--- src/rtl/dmem_pkg.sv ---
// dmem_pkg: shared encodings for the M-stage data-memory controller.
//   SIZE_*  : m_size encodings (2'b11 is reserved and treated as a word)
//   BE_*    : base byte-lane enables before shifting by the address offset
//   state_e : access FSM states
package dmem_pkg;
    localparam logic [1:0] SIZE_BYTE = 2'b00;
    localparam logic [1:0] SIZE_HALF = 2'b01;
    localparam logic [1:0] SIZE_WORD = 2'b10;
    localparam logic [3:0] BE_BYTE    = 4'b0001;
    localparam logic [3:0] BE_HALF_LO = 4'b0011;
    localparam logic [3:0] BE_HALF_HI = 4'b1100;
    localparam logic [3:0] BE_WORD    = 4'b1111;
    typedef enum logic [1:0] {IDLE, BUSY, DONE} state_e;
endpackage

--- src/rtl/dmem_align.sv ---
// dmem_align: combinational byte-lane logic for data-memory accesses.
//   Request side (live M-stage fields):
//     req_size_i, req_lane_i, req_wdata_i -> be_o, wdata_o, misaligned_o
//   Load side (fields registered at issue):
//     ld_size_i, ld_lane_i, ld_unsigned_i, ld_rdata_i -> ld_rdata_o (lane-selected, extended)
module dmem_align
    import dmem_pkg::*;
(
    input  logic [1:0]  req_size_i,
    input  logic [1:0]  req_lane_i,
    input  logic [31:0] req_wdata_i,
    output logic [3:0]  be_o,
    output logic [31:0] wdata_o,
    output logic        misaligned_o,
    input  logic [1:0]  ld_size_i,
    input  logic [1:0]  ld_lane_i,
    input  logic        ld_unsigned_i,
    input  logic [31:0] ld_rdata_i,
    output logic [31:0] ld_rdata_o
);
    logic [7:0]  ld_b;
    logic [15:0] ld_h;

    always_comb begin
        be_o         = BE_WORD;
        wdata_o      = req_wdata_i;
        misaligned_o = |req_lane_i;
        if (req_size_i == SIZE_BYTE) begin
            be_o         = BE_BYTE << req_lane_i;
            wdata_o      = {4{req_wdata_i[7:0]}};
            misaligned_o = 1'b0;
        end else if (req_size_i == SIZE_HALF) begin
            be_o         = req_lane_i[1] ? BE_HALF_HI : BE_HALF_LO;
            wdata_o      = {2{req_wdata_i[15:0]}};
            misaligned_o = req_lane_i[0];
        end
    end

    assign ld_b = ld_rdata_i[{ld_lane_i, 3'b000} +: 8];
    assign ld_h = ld_lane_i[1] ? ld_rdata_i[31:16] : ld_rdata_i[15:0];

    always_comb begin
        ld_rdata_o = ld_rdata_i;
        if (ld_size_i == SIZE_BYTE)
            ld_rdata_o = {{24{~ld_unsigned_i & ld_b[7]}}, ld_b};
        else if (ld_size_i == SIZE_HALF)
            ld_rdata_o = {{16{~ld_unsigned_i & ld_h[15]}}, ld_h};
    end
endmodule

--- src/rtl/dmem_ctrl.sv ---
// dmem_ctrl: M-stage load/store to data-memory req/ack controller.
//   clock, reset                 : rising-edge clock, async active-high reset
//   m_valid/m_read/m_write       : M-stage instruction and its memory op (store wins)
//   m_size/m_unsigned            : access size and load extension mode
//   m_addr/m_wdata               : byte address and store data
//   m_stall                      : global M stall; holds DONE until the instruction advances
//   m_dmem_stall                 : access outstanding (issue cycle and every BUSY cycle)
//   m_rdata                      : extended load data, captured on mem_ack
//   m_misaligned                 : misaligned half/word access, never issued
//   mem_req/we/addr/wdata/be     : registered request to data memory
//   mem_ack/mem_rdata            : one-cycle completion with raw read word
module dmem_ctrl
    import dmem_pkg::*;
#(
    parameter int ADDR_W = 32,
    parameter int DATA_W = 32
) (
    input  logic              clock,
    input  logic              reset,
    input  logic              m_valid,
    input  logic              m_read,
    input  logic              m_write,
    input  logic [1:0]        m_size,
    input  logic              m_unsigned,
    input  logic [ADDR_W-1:0] m_addr,
    input  logic [DATA_W-1:0] m_wdata,
    input  logic              m_stall,
    output logic              m_dmem_stall,
    output logic [DATA_W-1:0] m_rdata,
    output logic              m_misaligned,
    output logic              mem_req,
    output logic              mem_we,
    output logic [ADDR_W-1:0] mem_addr,
    output logic [DATA_W-1:0] mem_wdata,
    output logic [3:0]        mem_be,
    input  logic              mem_ack,
    input  logic [DATA_W-1:0] mem_rdata
);
    state_e            state_q, state_d;
    logic              issue, capture, mis, access, mem_op;
    logic [3:0]        be, be_q;
    logic [DATA_W-1:0] wdata_rep, ld_ext, wdata_q, rdata_q;
    logic [ADDR_W-1:0] addr_q;
    logic              we_q, uns_q;
    logic [1:0]        size_q, lane_q;

    dmem_align u_align (
        .req_size_i    (m_size),
        .req_lane_i    (m_addr[1:0]),
        .req_wdata_i   (m_wdata),
        .be_o          (be),
        .wdata_o       (wdata_rep),
        .misaligned_o  (mis),
        .ld_size_i     (size_q),
        .ld_lane_i     (lane_q),
        .ld_unsigned_i (uns_q),
        .ld_rdata_i    (mem_rdata),
        .ld_rdata_o    (ld_ext)
    );

    assign mem_op       = m_valid & (m_read | m_write);
    assign m_misaligned = mem_op & mis;
    assign access       = mem_op & ~mis;

    // DONE is left only when the pipeline advances, so a held instruction is never re-issued.
    always_comb begin
        state_d      = state_q;
        issue        = 1'b0;
        capture      = 1'b0;
        m_dmem_stall = 1'b0;
        case (state_q)
            IDLE: if (access) begin
                state_d      = BUSY;
                issue        = 1'b1;
                m_dmem_stall = 1'b1;
            end
            BUSY: begin
                m_dmem_stall = 1'b1;
                if (mem_ack) begin
                    state_d = DONE;
                    capture = 1'b1;
                end
            end
            DONE: if (!m_stall) state_d = IDLE;
            default: state_d = IDLE;
        endcase
    end

    always_ff @(posedge clock or posedge reset) begin
        if (reset) begin
            state_q <= IDLE;
            we_q    <= 1'b0;
            addr_q  <= '0;
            wdata_q <= '0;
            be_q    <= '0;
            size_q  <= '0;
            lane_q  <= '0;
            uns_q   <= 1'b0;
            rdata_q <= '0;
        end else begin
            state_q <= state_d;
            if (issue) begin
                we_q    <= m_write;
                addr_q  <= {m_addr[ADDR_W-1:2], 2'b00};
                wdata_q <= wdata_rep;
                be_q    <= be;
                size_q  <= m_size;
                lane_q  <= m_addr[1:0];
                uns_q   <= m_unsigned;
            end
            if (capture && !we_q) rdata_q <= ld_ext;
        end
    end

    // The request is the registered BUSY state, so async reset drops it immediately.
    assign mem_req   = state_q == BUSY;
    assign mem_we    = we_q;
    assign mem_addr  = addr_q;
    assign mem_wdata = wdata_q;
    assign mem_be    = be_q;
    assign m_rdata   = rdata_q;
endmodule
--- config.mk ---
export PLATFORM = sky130hd
export DESIGN_NAME = dmem_ctrl
export DESIGN_NICKNAME = d
export VERILOG_FILES = /design/src/rtl/dmem_pkg.sv /design/src/rtl/dmem_align.sv /design/src/rtl/dmem_ctrl.sv
export SDC_FILE = /design/constraint.sdc
export NUM_CORES = 1
export LEC_CHECK = 0
export ABC_AREA = 0
export CORE_MARGIN = 2
export CORE_UTILIZATION = 49
export CTS_CLUSTER_SIZE = 25
export DETAILED_ROUTE_END_ITERATION = 16
export PLACE_DENSITY_LB_ADDON = 0.15
export SLEW_MARGIN = 20
export SYNTH_ARGS = -nofsm -noshare
export SYNTH_HDL_FRONTEND = slang
export SYNTH_HIERARCHICAL = 1
export SYNTH_SLANG_ARGS = --single-unit
export TNS_END_PERCENT = 20
--- constraint.sdc ---
create_clock -name clock -period 5.9 [get_ports clock]
set_input_delay 0.885 -clock clock [delete_from_list [all_inputs] [get_ports clock]]
set_output_delay 0.885 -clock clock [all_outputs]
set_load 0.03 [all_outputs]
# ---- Yosys cells after proc, flatten, opt, wreduce, memory -nomap -nowiden
# Index checks and enable logic that the tools add are counted.
dict set report word_totals {
  ff_bits 106
  inputBits 106
  elab_cells 52
}
dict set report op_classes {
  n_eq_ne 7
  n_shift 2
  muxes 19
  bitwise_logic 8
  n_reduce_logical 7
}
# cell n
set ops {}
lappend ops {{$mux 32} 4}
lappend ops {{$shiftx 32x6->8} 1}
lappend ops {{$mux 16} 1}
lappend ops {{$mux 4} 3}
lappend ops {{$eq 2x1->1 const B} 3}
lappend ops {{$logic_not 2->1} 3}
lappend ops {{$mux 1} 6}
lappend ops {{$mux 2} 3}
lappend ops {{$pmux 2 s3} 1}
lappend ops {{$and 1x1->1} 5}
lappend ops {{$ne 2x2->1 const B} 2}
lappend ops {{$shl 1x2->4 const A} 1}
lappend ops {{$reduce_and 3->1} 1}
lappend ops {{$eq 2x2->1 const B} 1}
lappend ops {{$ne 2x1->1 const B} 1}
lappend ops {{$not 1->1} 2}
lappend ops {{$pmux 1 s2} 1}
lappend ops {{$reduce_or 2->1} 1}
lappend ops {{$logic_and 1x1->1} 1}
lappend ops {{$logic_not 1->1} 1}
lappend ops {{$or 1x1->1} 1}

# ---- Depth between registers and ports, before layout
# Gate-level depths: netlist of the first run.
dict set report depth {
  word_depth 7
  depth_mapped 7
}

# ---- Cells and area by module
# Netlist of the first run, hierarchy kept.
# mod n_inst cells_each area_each_um2 seq_area_each_um2
set by_module_without_submodules {}
lappend by_module_without_submodules {dmem_ctrl 1 237 4346.7 2652.5}
lappend by_module_without_submodules {dmem_align 1 195 1351.3 0.0}

# ---- Worst setup path before layout of the first run
# Ideal clock, no wire load.
dict set report synth_timing {
  kind {input -> output}
  from {input port m_size[0]}
  to {output port m_dmem_stall}
  arrival_ns 1.880
  path_slack_ns 3.135
  path_stages 5
  path_buffers 1
  cell_sequence {buf_2 > a21oi_1 > nor2_1 > o21ba_2 > nor2_1}
}
dict set report synth_between {
  elab_chain_len 7
}
# element line_no
set synth_lines {}
lappend synth_lines {{start, declared} dmem_ctrl.sv:23} ;# input logic [1:0] m_size,
lappend synth_lines {{$eq 2x1->1} dmem_align.sv:32} ;# end else if (req_size_i == SIZE_HALF) begin
lappend synth_lines {{$mux 1} dmem_align.sv:32}
lappend synth_lines {{$mux 1 (*)} dmem_align.sv:28} ;# if (req_size_i == SIZE_BYTE) begin
lappend synth_lines {{net mis} dmem_ctrl.sv:40} ;# logic issue, capture, mis, access, mem_op;
lappend synth_lines {{$not 1->1 (*)} dmem_ctrl.sv:63} ;# assign access = mem_op & ~mis;
lappend synth_lines {{$and 1x1->1 (*)} dmem_ctrl.sv:63}
lappend synth_lines {{$mux 1 (*)} dmem_ctrl.sv:72} ;# IDLE: if (access) begin
lappend synth_lines {{$pmux 1 s2 (*)} dmem_ctrl.sv:71} ;# case (state_q)
lappend synth_lines {{end, declared} dmem_ctrl.sv:28} ;# output logic m_dmem_stall,
# Mark *: on every way through the listed nets, which the timed path passes. The rest lies on a longest branch.

# ---- Worst setup path in the final report of the first run
dict set report layout_timing {
  from {input port m_size[0]}
  to {output port m_misaligned}
}
dict set report layout_between {
  elab_chain_len 4
}
# element line_no
set layout_lines {}
lappend layout_lines {{$eq 2x1->1} dmem_align.sv:32}
lappend layout_lines {{$mux 1} dmem_align.sv:32}
lappend layout_lines {{$mux 1 (*)} dmem_align.sv:28}
lappend layout_lines {{net mis} dmem_ctrl.sv:40}
lappend layout_lines {{$and 1x1->1 (*)} dmem_ctrl.sv:62} ;# assign m_misaligned = mem_op & mis;
lappend layout_lines {{end, declared} dmem_ctrl.sv:30} ;# output logic m_misaligned,
# Marked as above.

==> flow_summary.html, run 1 <==
<table>
<tr><th>Metric</th><th>Value</th></tr>
<tr><th colspan="2">Die</th></tr>
<tr><td>Top Ports</td><td>210</td></tr>
<tr><td>Row count</td><td>39</td></tr>
<tr><td>Chip width</td><td>112 um</td></tr>
<tr><td>Chip Height</td><td>112 um</td></tr>
<tr><td>Core Box Area</td><td>11400 sq um</td></tr>
<tr><td>Die footprint</td><td>12500 sq um</td></tr>
<tr><td>Initial Util</td><td>50.1%</td></tr>
<tr><th colspan="2">STA</th></tr>
<tr><td>Setup violation total in the final timing report</td><td>0</td></tr>
<tr><td>Number of max-slew violations in the final report</td><td>0</td></tr>
<tr><td>Worst Clk Skew</td><td>0.00428 ns</td></tr>
<tr><td>Fin crit period</td><td>3.70 ns</td></tr>
<tr><td>Total Neg Setup Slack</td><td>0 ns</td></tr>
<tr><td>Pin slew with the least headroom to its limit</td><td>1.05 ns</td></tr>
<tr><td>RSZ-0062 raised after global routing</td><td>no</td></tr>
<tr><td>Count of final hold-check violations</td><td>0</td></tr>
<tr><td>Maximum frequency from static timing analysis</td><td>270 MHz</td></tr>
<tr><td>Share of the cycle needed by the critical path after routing</td><td>62.7%</td></tr>
<tr><td>Worst slew slack as a fraction of its limit</td><td>30.1%</td></tr>
<tr><th colspan="2">Drt</th></tr>
<tr><td>Routed Antenna Nets</td><td>0</td></tr>
<tr><td>Routed WL</td><td>14300 um</td></tr>
<tr><td>Vias after detailed routing</td><td>4167</td></tr>
<tr><td>Iteration-0 DRC count of the detailed router</td><td>320</td></tr>
<tr><td>Initial DRT Pass Iterations</td><td>5</td></tr>
<tr><td>Routed length per instance</td><td>18.7 um</td></tr>
<tr><td>Via count normalized by instance count</td><td>5.45</td></tr>
<tr><td># DRC</td><td>0</td></tr>
<tr><th colspan="2">Pwr</th></tr>
<tr><td>Switching portion of total power</td><td>39.9%</td></tr>
<tr><td>Power spent charging and discharging nets</td><td>1.79 mW</td></tr>
<tr><td>Share of total power in sequential cells</td><td>30.5%</td></tr>
<tr><td>Maximum vdd drop</td><td>0.363 mV</td></tr>
<tr><td>Leakage component of the power</td><td>3.62 nW</td></tr>
<tr><td>Clk network pwr share</td><td>13.1%</td></tr>
<tr><td>Cell internal power dissipation</td><td>2.69 mW</td></tr>
<tr><td>Total power per unit cell area</td><td>563 nW/um^2</td></tr>
<tr><td>Combinational Power Share</td><td>56.4%</td></tr>
<tr><th colspan="2">Global route</th></tr>
<tr><td>Vias in the first global route</td><td>4290</td></tr>
<tr><td>Aggregate global-route resource usage</td><td>22.8%</td></tr>
<tr><td>Antenna violations before repair</td><td>0</td></tr>
<tr><td>Overflow left after global routing</td><td>0</td></tr>
<tr><td>Maximum number of pins on one net before global-route repair</td><td>61</td></tr>
<tr><td>Wire length of the first global-routing pass</td><td>22800 um</td></tr>
<tr><th colspan="2">Setup path</th></tr>
<tr><td>Critical Path End Type</td><td>output pin</td></tr>
<tr><td>Path depth of the worst reg2reg path</td><td>4</td></tr>
<tr><td>Worst Setup Start Kind</td><td>input port</td></tr>
<tr><td>CP cell instances</td><td>clkdlybuf4s50_1 -&gt; buf_4 -&gt; a21oi_1 -&gt; nor2_1 -&gt; inv_1 -&gt; nor2_1 -&gt; clkdlybuf4s50_1</td></tr>
<tr><td>Crit path from</td><td>m_size[0]</td></tr>
<tr><td>Largest delay contributor family on the critical path</td><td>buffers and inverters</td></tr>
<tr><td>Arrival time at the worst endpoint</td><td>2.82 ns</td></tr>
<tr><td>Critical Path Sink</td><td>m_misaligned</td></tr>
<tr><td>Bufs and invs on worst path</td><td>4</td></tr>
<tr><td>Reg2reg start</td><td>lane_q[1]</td></tr>
<tr><td>Max stage delay cell, worst path</td><td>clkdlybuf4s50_1</td></tr>
<tr><td>Largest incremental delay on the critical path</td><td>0.68 ns</td></tr>
<tr><td>Worst reg2reg setup slack</td><td>3.33 ns</td></tr>
<tr><td>Critical setup path kind</td><td>input port to output pin</td></tr>
<tr><td>Reg-to-reg endpoint</td><td>m_rdata[21]</td></tr>
<tr><td>CP Data Required Time</td><td>5.02 ns</td></tr>
<tr><td>Number of cells on the critical path</td><td>7</td></tr>
<tr><td>Highest net fanout along the worst path</td><td>13</td></tr>
<tr><th colspan="2">Placement</th></tr>
<tr><td>Detailed placement HPWL</td><td>10000 um</td></tr>
<tr><td>Count of port buffers added during placement</td><td>207</td></tr>
<tr><td>Post-DP Area</td><td>7670 sq um</td></tr>
<tr><td>Placer Congestion</td><td>0.868</td></tr>
<tr><th colspan="2">Clock tree</th></tr>
<tr><td>Cells resized by post-CTS repair</td><td>0</td></tr>
<tr><td>TritonCTS clock tree</td><td>done</td></tr>
<tr><td># Post-CTS Setup Buffers</td><td>0</td></tr>
<tr><td>CTS Root Cell</td><td>clkbuf_16</td></tr>
<tr><td>CTS Hold Buffers Added</td><td>0</td></tr>
<tr><td>Worst skew pair latency</td><td>0.34 ns</td></tr>
<tr><td>Max clock buf depth</td><td>2</td></tr>
<tr><td>Number of buffers created by CTS</td><td>9</td></tr>
<tr><td>Clock input transition at the sequential cells of the worst setup and hold paths</td><td>0.06 ns</td></tr>
<tr><td>Number of H-tree levels</td><td>3</td></tr>
<tr><td>Sinks on Clock Net</td><td>106</td></tr>
<tr><th colspan="2">Logic synthesis</th></tr>
<tr><td>Simple-gate portion of the synthesized area</td><td>8.98%</td></tr>
<tr><td>Unique cell type count in the Yosys netlist</td><td>35</td></tr>
<tr><td>Adder-cell area share of the yosys netlist</td><td>0%</td></tr>
<tr><td>Xor and xnor fraction of the mapped netlist area</td><td>0%</td></tr>
<tr><td>Dominant combinational cell family by area after synthesis</td><td>multiplexers</td></tr>
<tr><td>Share of the yosys chip area belonging to registers</td><td>46.6%</td></tr>
<tr><td>Synth Cell Area</td><td>5700 sq um</td></tr>
<tr><td>Complex-gate fraction of the synthesized area</td><td>4.63%</td></tr>
<tr><td>Proportion of synthesized area in mux cells</td><td>33.6%</td></tr>
<tr><td>Number of warning messages in the yosys log</td><td>6</td></tr>
<tr><td>Cell taking the most area after synthesis</td><td>dfrtp_1</td></tr>
<tr><td>Portion of synthesized cell area occupied by the leading cell type</td><td>46.6%</td></tr>
<tr><td>Cell count after synthesis</td><td>432</td></tr>
<tr><td>Flip-flop and latch count after synthesis</td><td>106</td></tr>
<tr><td>Post-Synthesis Mean Instance Area</td><td>13.2 sq um</td></tr>
<tr><td>Cell types occupying the most area after synthesis</td><td>dfrtp_1 (47%), mux2_4 (18%), mux2_2 (10%)</td></tr>
<tr><th colspan="2">Final layout</th></tr>
<tr><td>Fill cell total of the finished layout</td><td>838</td></tr>
<tr><td>Reg area</td><td>2650 sq um</td></tr>
<tr><td>P&amp;R area growth vs syn</td><td>39.5%</td></tr>
<tr><td>Number of inserted diodes</td><td>0</td></tr>
<tr><td>Layout cell share with drive strength beyond 1</td><td>23.5%</td></tr>
<tr><td>Total number of nets in the final design</td><td>723</td></tr>
<tr><td>Area of the multi-input gates</td><td>2700 sq um</td></tr>
<tr><td>Design area</td><td>7950 sq um</td></tr>
<tr><th colspan="2">Flow run</th></tr>
<tr><td>Max cap viols</td><td>0</td></tr>
<tr><th colspan="2">Status</th></tr>
<tr><td>Status</td><td>finished, final reports clean</td></tr>
<tr><th colspan="2">Worst hold path</th></tr>
<tr><td>Tightest Hold Check Type</td><td>flip-flop to flip-flop</td></tr>
</table>
## cell usage after synthesis
library cell	number
a211oi_1	8
a21o_1	2
a21oi_1	2
and2b_2	1
and3b_1	7
buf_1	1
buf_12	7
buf_2	6
buf_4	10
buf_6	4
clkbuf_1	12
conb_1	1
dfrtp_1	106
inv_1	4
mux2_2	51
mux2_4	70
mux2i_1	8
mux4_1	7
mux4_2	1
nand2_1	35
nand2b_1	2
nand3_1	24
nand3b_1	1
nand3b_2	1
nor2_1	14
nor2b_1	14
nor3_1	1
o211ai_1	1
o21ai_0	17
o21ba_2	1
o21bai_1	2
o22a_1	2
o22ai_1	7
or2_2	1
or4_1	1
## how the worst min path moves through the flow
stage / start / to / slack [ns] / cells past startpoint
after detailed placement: mem_wdata[31] / mem_wdata[31] / 0.49 / 1
after global routing: mem_addr[28] / mem_addr[28] / 0.52 / 1
after CTS: mem_addr[25] / mem_addr[25] / 0.51 / 1
final: mem_addr[25] / mem_addr[25] / 0.50 / 1
after floorplan: state_q[0] / state_q[0] / 0.48 / 1
after global placement: m_rdata[0] / m_rdata[0] / 0.49 / 1
## power groups by stage
stage	Clock, mW	Combinational, mW	Sequential [mW]
finish	0.585	2.52	1.37
global route	0.632	2.65	1.42
CTS	0.600	2.54	1.37
detailed placement	0	2.53	1.37
global placement	0	2.49	1.36
floorplan	0	1.02	1.95
## layout by cell type, fill, tap and decap left out
cell | synthesis | routed
clkinvlp_4 | 0 | 1
clkbuf_1 | 12 | 5
a21oi_1 | 2 | 2
a21o_1 | 2 | 2
or4_4 | 0 | 1
o21ai_0 | 17 | 17
inv_1 | 4 | 3
mux2i_1 | 8 | 8
bufinv_16 | 0 | 1
inv_4 | 0 | 1
a211oi_1 | 8 | 8
buf_4 | 10 | 6
o22ai_1 | 7 | 7
nand2_1 | 35 | 35
mux4_1 | 7 | 7
mux4_2 | 1 | 1
nand3b_1 | 1 | 1
o21bai_1 | 2 | 2
nor3_2 | 0 | 1
clkdlybuf4s50_1 | 0 | 207
o21ba_2 | 1 | 1
nand3b_2 | 1 | 1
nor2_1 | 14 | 14
clkbuf_16 | 0 | 9
and2b_2 | 1 | 1
or2_2 | 1 | 1
mux2_4 | 70 | 70
mux2_2 | 51 | 51
conb_1 | 1 | 2
o211ai_1 | 1 | 1
o22a_1 | 2 | 2
nand2b_1 | 2 | 2
nand3_1 | 24 | 24
and3b_1 | 7 | 7
nor2b_1 | 14 | 14
dfrtp_1 | 106 | 106
## per-layer routing
layer / wire length (um) / share of wire [%] / vias to the layer above / track usage (%)
li1: - / - / 1895 / -
met1: 5890 / 41 / 2078 / 28.6
met2: 7080 / 49 / 180 / 38.8
met3: 1120 / 7.8 / 14 / 5.72
met4: 233 / 1.6 / 0 / 7.57
met5: 0 / 0 / - / 0
## state kept, by name (all words and copies together), names as in the netlist
name       flops
state_q        2
lane_q         2
mem_addr      30
uns_q          1
m_rdata       32
size_q         2
mem_we         1
mem_be         4
mem_wdata     32
## cells by family after synthesis
group | count (synthesis)
flops | 106
buf+inv | 44
compound gates | 42
other cells | 1
simple gates | 102
mux | 137
## stage by stage
step                std cells  power (mW)  worst slack, ns  hold slack (ns)  utilization [%]
floorplan                 433        2.97             2.23            0.481                -
global placement          749        3.85             2.18            0.490             67.5
detailed placement        749        3.90             2.12            0.490             67.5
CTS                       765        4.51             2.20            0.509             69.9
global route              765        4.70             2.11            0.522             69.9
finish                    765        4.48             2.20            0.504             69.9
## area by class of cell
type / instances / share of cell area (%)
clock inverters: 2 / 0.472
well taps: 143 / 2.25
multi-input cells: 283 / 34.0
inverters: 4 / 0.220
clock buffers: 14 / 3.07
flip-flops and latches: 106 / 33.4
repair buffers: 213 / 26.6
Power figures use the tool's default switching activity.
==> run 2, diff against run 1 <==
--- a/config.mk
+++ b/config.mk
@@ -7,7 +7,7 @@
 export LEC_CHECK = 0
 export ABC_AREA = 0
 export CORE_MARGIN = 2
-export CORE_UTILIZATION = 49
+export CORE_UTILIZATION = 41
 export CTS_CLUSTER_SIZE = 25
 export DETAILED_ROUTE_END_ITERATION = 16
 export PLACE_DENSITY_LB_ADDON = 0.15
==> constraint.sdc (replaced) <==
create_clock -name clock -period 3.4 [get_ports clock]
set_input_delay 0.51 -clock clock [delete_from_list [all_inputs] [get_ports clock]]
set_output_delay 0.51 -clock clock [all_outputs]
set_load 0.03 [all_outputs]
==> run 2 against run 1 <==
Effect of this change:
- critical path depth fell by 2
- clock power rose by 66%
- register-to-register slack got worse by 2.2 ns
- flip-flop and latch count did not move
- clock-buffer cell count fell by 2
- cell area rose by 0.76%
- hold slack improved by 0.0028 ns
- largest cell class unchanged
==> flow_summary.html, run 2 (same netlist as run 1, synthesis figures left out) <==
<table>
<tr><th>Metric</th><th>Value</th></tr>
<tr><th colspan="2">Flow run</th></tr>
<tr><td>Max cap viols</td><td>0 (unchanged)</td></tr>
<tr><th colspan="2">Clock tree</th></tr>
<tr><td>Cells resized by post-CTS repair</td><td>0 (unchanged)</td></tr>
<tr><td>Max clock buf depth</td><td>2 (unchanged)</td></tr>
<tr><td>Worst skew pair latency</td><td>0.34 ns (about the same)</td></tr>
<tr><td>Clock input transition at the sequential cells of the worst setup and hold paths</td><td>0.07 ns (about the same)</td></tr>
<tr><td>TritonCTS clock tree</td><td>done</td></tr>
<tr><td># Post-CTS Setup Buffers</td><td>0 (unchanged)</td></tr>
<tr><td>Number of H-tree levels</td><td>3 (unchanged)</td></tr>
<tr><td>Number of buffers created by CTS</td><td>9 (unchanged)</td></tr>
<tr><td>CTS Hold Buffers Added</td><td>0 (unchanged)</td></tr>
<tr><td>Sinks on Clock Net</td><td>106 (unchanged)</td></tr>
<tr><td>CTS Root Cell</td><td>clkbuf_16</td></tr>
<tr><th colspan="2">Placement</th></tr>
<tr><td>Detailed placement HPWL</td><td>10300 um (+3.2%)</td></tr>
<tr><td>Placer Congestion</td><td>0.805 (-7.2%)</td></tr>
<tr><td>Pre-CTS setup slack</td><td>0.664 ns (-1.45 ns)</td></tr>
<tr><td>Count of port buffers added during placement</td><td>207 (unchanged)</td></tr>
<tr><td>Post-DP Area</td><td>7740 sq um (+0.93%)</td></tr>
<tr><th colspan="2">Final layout</th></tr>
<tr><td>Total number of nets in the final design</td><td>727 (+0.55%)</td></tr>
<tr><td>Most common cell after layout, fill and taps aside</td><td>clkdlybuf4s50_1</td></tr>
<tr><td>Number of inserted diodes</td><td>0 (unchanged)</td></tr>
<tr><td>Design area</td><td>8010 sq um (+0.76%)</td></tr>
<tr><td>Layout cell share with drive strength beyond 1</td><td>24.7% (+1.2 points)</td></tr>
<tr><td>P&amp;R area growth vs syn</td><td>40.6%</td></tr>
<tr><td>Commonest non-fill, non-tap cells in the layout</td><td>clkdlybuf4s50_1 (205), dfrtp_1 (106), mux2_4 (70)</td></tr>
<tr><th colspan="2">STA</th></tr>
<tr><td>Worst Clk Skew</td><td>0.00573 ns (+0.00145 ns)</td></tr>
<tr><td>Worst slew slack as a fraction of its limit</td><td>45.6% (+16 points)</td></tr>
<tr><td>RSZ-0062 raised after global routing</td><td>no</td></tr>
<tr><td>Number of max-slew violations in the final report</td><td>0 (unchanged)</td></tr>
<tr><td>Share of the cycle needed by the critical path after routing</td><td>69.7%</td></tr>
<tr><td>Worst-case setup margin in the final layout</td><td>1.03 ns (-1.17 ns)</td></tr>
<tr><td>Pin slew with the least headroom to its limit</td><td>0.816 ns (-0.233 ns)</td></tr>
<tr><td>Total Neg Setup Slack</td><td>0 ns (unchanged)</td></tr>
<tr><td>Fin crit period</td><td>2.37 ns</td></tr>
<tr><td>Setup violation total in the final timing report</td><td>0 (unchanged)</td></tr>
<tr><td>Maximum frequency from static timing analysis</td><td>422 MHz</td></tr>
<tr><td>Count of final hold-check violations</td><td>0 (unchanged)</td></tr>
<tr><th colspan="2">Setup path</th></tr>
<tr><td>Worst Setup Start Kind</td><td>input port</td></tr>
<tr><td>CP cell instances</td><td>clkdlybuf4s50_1 -&gt; o21ai_0 -&gt; or4_4 -&gt; buf_4 -&gt; mux2_4</td></tr>
<tr><td>Critical Path Sink</td><td>mem_wdata[12]</td></tr>
<tr><td>Crit path from</td><td>m_write</td></tr>
<tr><td>Critical Path End Type</td><td>flip-flop</td></tr>
<tr><td>Reg2reg start</td><td>lane_q[0]</td></tr>
<tr><td>CP Data Required Time</td><td>3.63 ns (-1.39 ns)</td></tr>
<tr><td>Critical setup path kind</td><td>input port to flip-flop</td></tr>
<tr><td>Reg-to-reg endpoint</td><td>m_rdata[16]</td></tr>
<tr><td>Max stage delay cell, worst path</td><td>buf_4</td></tr>
<tr><td>Path depth of the worst reg2reg path</td><td>4 (unchanged)</td></tr>
<tr><td>Largest incremental delay on the critical path</td><td>0.62 ns (-0.06 ns)</td></tr>
<tr><td>Arrival time at the worst endpoint</td><td>2.60 ns (-0.22 ns)</td></tr>
<tr><td>Highest net fanout along the worst path</td><td>44 (+31)</td></tr>
<tr><td>Worst reg2reg setup slack</td><td>1.09 ns (-2.24 ns)</td></tr>
<tr><th colspan="2">Drt</th></tr>
<tr><td>Iteration-0 DRC count of the detailed router</td><td>231 (-28%)</td></tr>
<tr><td>Vias after detailed routing</td><td>4035 (-3.2%)</td></tr>
<tr><td>Via count normalized by instance count</td><td>5.02 (-7.9%)</td></tr>
<tr><td>Routed Antenna Nets</td><td>0 (unchanged)</td></tr>
<tr><td>Initial DRT Pass Iterations</td><td>4 (-1)</td></tr>
<tr><td>Routed WL</td><td>14400 um (+0.57%)</td></tr>
<tr><td># DRC</td><td>0 (unchanged)</td></tr>
<tr><td>Routed length per instance</td><td>17.9 um (-4.3%)</td></tr>
<tr><th colspan="2">Die</th></tr>
<tr><td>Die footprint</td><td>14900 sq um (+19%)</td></tr>
<tr><td>Top Ports</td><td>210 (unchanged)</td></tr>
<tr><td>Core Box Area</td><td>13700 sq um (+21%)</td></tr>
<tr><td>Initial Util</td><td>41.5% (-8.6 points)</td></tr>
<tr><td>Chip Height</td><td>122 um (+9.0%)</td></tr>
<tr><td>Chip width</td><td>122 um (+9.0%)</td></tr>
<tr><td>Row count</td><td>43 (+10%)</td></tr>
<tr><th colspan="2">Pwr</th></tr>
<tr><td>Leakage component of the power</td><td>3.65 nW (+0.69%)</td></tr>
<tr><td>Total power per unit cell area</td><td>965 nW/um^2 (+71%)</td></tr>
<tr><td>Tot Pwr</td><td>7.73 mW (+73%)</td></tr>
<tr><td>Maximum vdd drop</td><td>0.522 mV (+44%)</td></tr>
<tr><th colspan="2">Status</th></tr>
<tr><td>Status</td><td>finished, final reports clean</td></tr>
<tr><th colspan="2">Global route</th></tr>
<tr><td>Maximum number of pins on one net before global-route repair</td><td>49 (-20%)</td></tr>
<tr><td>Vias in the first global route</td><td>4291 (+0.023%)</td></tr>
<tr><td>Wire length of the first global-routing pass</td><td>22500 um (-1.2%)</td></tr>
<tr><td>Overflow left after global routing</td><td>0 (unchanged)</td></tr>
<tr><td>Antenna violations before repair</td><td>0 (unchanged)</td></tr>
<tr><td>Aggregate global-route resource usage</td><td>19.6% (-3.2 points)</td></tr>
<tr><th colspan="2">Worst hold path</th></tr>
<tr><td>Tightest Hold Check Type</td><td>flip-flop to flip-flop</td></tr>
</table>
## run 2: where the power goes
group	switching [mW]	internal [mW]
Combinational	2.19	2.21
Clock	0.443	0.529
Sequential	0.470	1.88
## run 2: critical path: cells and delay by family
kind	cells	cell delay, ns
simple gates	1	0.22
buf+inv	2	1.04
compound gates	1	0.42
mux	1	0.35
## run 2: final cells by class
type                       instances  area [sq um]
fill                            1185          5710
multi-input combinational        283          2700
sequential                       106          2650
timing repair buffer             217          2140
clock buffer                      12           256
tap                              180           225
inverter                           4          17.5
clock inverter                     2          13.8
## run 2: through the flow
| step | hold WS, ns | utilization (%) | cells |
|---|---|---|---|
| floorplan | 0.481 | - | 433 |
| global placement | 0.491 | 56.4 | 790 |
| detailed placement | 0.492 | 56.4 | 790 |
| CTS | 0.508 | 58.4 | 804 |
| global route | 0.525 | 58.4 | 804 |
| finish | 0.506 | 58.4 | 804 |
## run 2: worst min path at each step
stage | startpoint | endpoint | slack [ns] | cells past startpoint
6_report | m_rdata[28] | m_rdata[28] | 0.51 | 1
2_1_floorplan | state_q[0] | state_q[0] | 0.48 | 1
4_1_cts | mem_addr[25] | mem_addr[25] | 0.51 | 1
3_5_place_dp | mem_be[2] | mem_be[2] | 0.49 | 1
3_3_place_gp | m_rdata[12] | m_rdata[12] | 0.49 | 1
5_1_grt | mem_addr[30] | mem_addr[30] | 0.53 | 1
## run 2: metal layers
| layer | track usage, % | wire [um] | share of wire, % | vias to the layer above |
|---|---|---|---|---|
| met5 | 0 | 0 | 0 | - |
| met4 | 5.53 | 144 | 1.0 | 0 |
| met3 | 6.32 | 1010 | 7.0 | 10 |
| met2 | 31.4 | 6990 | 48 | 121 |
| met1 | 25.6 | 6270 | 44 | 1999 |
| li1 | - | - | - | 1905 |
==> run 3, diff against run 2 <==
--- a/config.mk
+++ b/config.mk
@@ -7,7 +7,7 @@
 export LEC_CHECK = 0
 export ABC_AREA = 0
 export CORE_MARGIN = 2
-export CORE_UTILIZATION = 41
+export CORE_UTILIZATION = 45
 export CTS_CLUSTER_SIZE = 25
 export DETAILED_ROUTE_END_ITERATION = 16
 export PLACE_DENSITY_LB_ADDON = 0.15
==> constraint.sdc (replaced) <==
create_clock -name clock -period 2.46 [get_ports clock]
set_input_delay 0.369 -clock clock [delete_from_list [all_inputs] [get_ports clock]]
set_output_delay 0.369 -clock clock [all_outputs]
set_load 0.03 [all_outputs]
==> run 3 against run 2 <==
Effect of this change:
- core utilization up 7.2 points
- hold slack better by 0.0020 ns
- setup slack worse by 0.68 ns
- clock skew up 0.0038 ns
- largest cell class unchanged
- critical endpoint is now mem_req
- critical path depth down 3
==> flow_summary.html, run 3 (same netlist as run 1, synthesis figures left out) <==
<table>
<tr><th>Metric</th><th>Value</th></tr>
<tr><th colspan="2">Status</th></tr>
<tr><td>Status</td><td>finished, final reports clean</td></tr>
<tr><th colspan="2">Pwr</th></tr>
<tr><td>Combinational Power Share</td><td>56.5% (-0.5 points)</td></tr>
<tr><td>Maximum vdd drop</td><td>0.743 mV (+42%)</td></tr>
<tr><td>Cell internal power dissipation</td><td>6.60 mW (+43%)</td></tr>
<tr><td>Switching portion of total power</td><td>39.6% (-0.59 points)</td></tr>
<tr><td>Power spent charging and discharging nets</td><td>4.32 mW (+39%)</td></tr>
<tr><td>Total power per unit cell area</td><td>1330 nW/um^2 (+38%)</td></tr>
<tr><td>Share of total power in sequential cells</td><td>29.7% (-0.7 points)</td></tr>
<tr><td>Clk network pwr share</td><td>13.8% (+1.2 points)</td></tr>
<tr><td>Leakage component of the power</td><td>3.73 nW (+2.2%)</td></tr>
<tr><th colspan="2">Clock tree</th></tr>
<tr><td>CTS Hold Buffers Added</td><td>0 (unchanged)</td></tr>
<tr><td>Sinks on Clock Net</td><td>106 (unchanged)</td></tr>
<tr><td>Number of buffers created by CTS</td><td>9 (unchanged)</td></tr>
<tr><td>Number of H-tree levels</td><td>3 (unchanged)</td></tr>
<tr><td>TritonCTS clock tree</td><td>done</td></tr>
<tr><td># Post-CTS Setup Buffers</td><td>0 (unchanged)</td></tr>
<tr><td>Cells resized by post-CTS repair</td><td>0 (unchanged)</td></tr>
<tr><td>Worst skew pair latency</td><td>0.35 ns (about the same)</td></tr>
<tr><td>Max clock buf depth</td><td>2 (unchanged)</td></tr>
<tr><td>Clock input transition at the sequential cells of the worst setup and hold paths</td><td>0.07 ns (about the same)</td></tr>
<tr><td>CTS Root Cell</td><td>clkbuf_16</td></tr>
<tr><th colspan="2">Final layout</th></tr>
<tr><td>Design area</td><td>8180 sq um (+2.1%)</td></tr>
<tr><td>Commonest non-fill, non-tap cells in the layout</td><td>clkdlybuf4s50_1 (205), dfrtp_1 (106), mux2_4 (70)</td></tr>
<tr><td>Number of inserted diodes</td><td>0 (unchanged)</td></tr>
<tr><td>Total number of nets in the final design</td><td>735 (+1.1%)</td></tr>
<tr><td>Number of standard cells in the final layout excluding fillers</td><td>806 (+0.25%)</td></tr>
<tr><td>P&amp;R area growth vs syn</td><td>43.6%</td></tr>
<tr><td>Fill cell total of the finished layout</td><td>967 (-18%)</td></tr>
<tr><td>Most common cell after layout, fill and taps aside</td><td>clkdlybuf4s50_1</td></tr>
<tr><td>Layout cell share with drive strength beyond 1</td><td>26.0% (+1.3 points)</td></tr>
<tr><th colspan="2">Worst hold path</th></tr>
<tr><td>Tightest Hold Check Type</td><td>flip-flop to flip-flop</td></tr>
<tr><td>Number of instances on the worst hold path</td><td>1 (unchanged)</td></tr>
<tr><th colspan="2">Setup path</th></tr>
<tr><td>Path depth of the worst reg2reg path</td><td>5 (+1)</td></tr>
<tr><td>Critical Path End Type</td><td>output pin</td></tr>
<tr><td>Highest net fanout along the worst path</td><td>7 (-84%)</td></tr>
<tr><td>Critical setup path kind</td><td>flip-flop to output pin</td></tr>
<tr><td>CP Data Required Time</td><td>2.09 ns (-1.54 ns)</td></tr>
<tr><td>Worst Setup Start Kind</td><td>flip-flop</td></tr>
<tr><td>Arrival time at the worst endpoint</td><td>1.74 ns (-0.86 ns)</td></tr>
<tr><th colspan="2">STA</th></tr>
<tr><td>Maximum frequency from static timing analysis</td><td>473 MHz</td></tr>
<tr><td>WHS</td><td>0.508 ns (+0.00197 ns)</td></tr>
<tr><td>Share of the cycle needed by the critical path after routing</td><td>85.9%</td></tr>
<tr><td>Number of max-slew violations in the final report</td><td>0 (unchanged)</td></tr>
<tr><td>Total Neg Setup Slack</td><td>0 ns (unchanged)</td></tr>
<tr><td>Pin slew with the least headroom to its limit</td><td>0.665 ns (-0.151 ns)</td></tr>
<tr><td>Worst slew slack as a fraction of its limit</td><td>55.7% (+10 points)</td></tr>
<tr><td>Worst Clk Skew</td><td>0.00952 ns (+0.00379 ns)</td></tr>
<tr><td>RSZ-0062 raised after global routing</td><td>no</td></tr>
<tr><td>Count of final hold-check violations</td><td>0 (unchanged)</td></tr>
<tr><td>Setup violation total in the final timing report</td><td>0 (unchanged)</td></tr>
<tr><td>Worst-case setup margin in the final layout</td><td>0.348 ns (-0.682 ns)</td></tr>
<tr><td>Fin crit period</td><td>2.11 ns</td></tr>
<tr><th colspan="2">Die</th></tr>
<tr><td>Top Ports</td><td>210 (unchanged)</td></tr>
<tr><td>Chip Height</td><td>117 um (-4.4%)</td></tr>
<tr><td>Row count</td><td>41 (-4.7%)</td></tr>
<tr><td>Die footprint</td><td>13600 sq um (-8.6%)</td></tr>
<tr><td>Core Box Area</td><td>12500 sq um (-9.1%)</td></tr>
<tr><td>Initial Util</td><td>45.7% (+4.2 points)</td></tr>
<tr><td>Chip width</td><td>117 um (-4.4%)</td></tr>
<tr><th colspan="2">Drt</th></tr>
<tr><td>Routed WL</td><td>14300 um (-0.76%)</td></tr>
<tr><td>Via count normalized by instance count</td><td>5.16 (+2.7%)</td></tr>
<tr><td># DRC</td><td>0 (unchanged)</td></tr>
<tr><td>Initial DRT Pass Iterations</td><td>5 (+1)</td></tr>
<tr><td>Routed Antenna Nets</td><td>0 (unchanged)</td></tr>
<tr><td>Iteration-0 DRC count of the detailed router</td><td>366 (+58%)</td></tr>
<tr><td>Routed length per instance</td><td>17.7 um (-1.0%)</td></tr>
<tr><td>Vias after detailed routing</td><td>4155 (+3.0%)</td></tr>
<tr><th colspan="2">Global route</th></tr>
<tr><td>Antenna violations before repair</td><td>0 (unchanged)</td></tr>
<tr><td>Wire length of the first global-routing pass</td><td>21800 um (-3.3%)</td></tr>
<tr><td>Aggregate global-route resource usage</td><td>20.9% (+1.3 points)</td></tr>
<tr><td>Vias in the first global route</td><td>4265 (-0.61%)</td></tr>
<tr><td>Overflow left after global routing</td><td>0 (unchanged)</td></tr>
<tr><td>Maximum number of pins on one net before global-route repair</td><td>107 (+120%)</td></tr>
<tr><th colspan="2">Placement</th></tr>
<tr><td>Count of port buffers added during placement</td><td>207 (unchanged)</td></tr>
<tr><td>Placer Congestion</td><td>0.889 (+10%)</td></tr>
<tr><td>Pre-CTS setup slack</td><td>0.171 ns (-0.493 ns)</td></tr>
<tr><td># placed instances</td><td>790 (unchanged)</td></tr>
<tr><td>Detailed placement HPWL</td><td>10300 um (+0.18%)</td></tr>
<tr><td>Post-DP Area</td><td>7870 sq um (+1.6%)</td></tr>
<tr><th colspan="2">Flow run</th></tr>
<tr><td>Max cap viols</td><td>0 (unchanged)</td></tr>
</table>
[run 3: final cells by class]
| type | count | area (sq um) | area share, % |
|---|---|---|---|
| clock buffer | 11 | 253 | 3.09 |
| clock inverter | 5 | 60.1 | 0.734 |
| inverter | 4 | 18.8 | 0.229 |
| multi-input combinational | 283 | 2700 | 33.1 |
| sequential | 106 | 2650 | 32.4 |
| tap | 172 | 215 | 2.63 |
| timing repair buffer | 225 | 2280 | 27.8 |
[run 3: metal layers]
metal	up-vias	global-route usage (%)	routed length (um)
met1	2025	26.8	5970
met4	0	7.78	260
met3	24	6.07	1250
met5	-	0	0
li1	1924	-	-
met2	182	33.8	6820
[run 3: critical path, stage by stage (launching register included)]
cell and delay (ns):
dfrtp_1 0.46, and2b_2 0.24, clkdlybuf4s50_1 0.69
[run 3: final timing paths]
path / slack, ns / endpoint / from
min reg2reg: 0.51 / m_rdata[4] / m_rdata[4]
min in group asynchronous: 0.53 / state_q[1] / reset
max in group asynchronous: 1.52 / m_rdata[9] / reset
max: 0.35 / mem_req / state_q[1]
max reg2reg: 0.64 / m_rdata[13] / size_q[1]
min: 0.51 / m_rdata[4] / m_rdata[4]
[run 3: power groups by stage]
stage	Sequential, mW	Combinational, mW	Clock [mW]
finish	3.24	6.17	1.51
global route	3.37	6.51	1.60
CTS	3.26	6.22	1.55
detailed placement	3.24	6.22	0
global placement	3.24	6.11	0
floorplan	4.68	2.44	0
[run 3: metrics by stage]
stage	total power, mW	util [%]
after floorplan	7.12	-
after global placement	9.35	63.1
after detailed placement	9.46	63.1
after CTS	11.0	65.6
after global routing	11.5	65.6
final	10.9	65.6
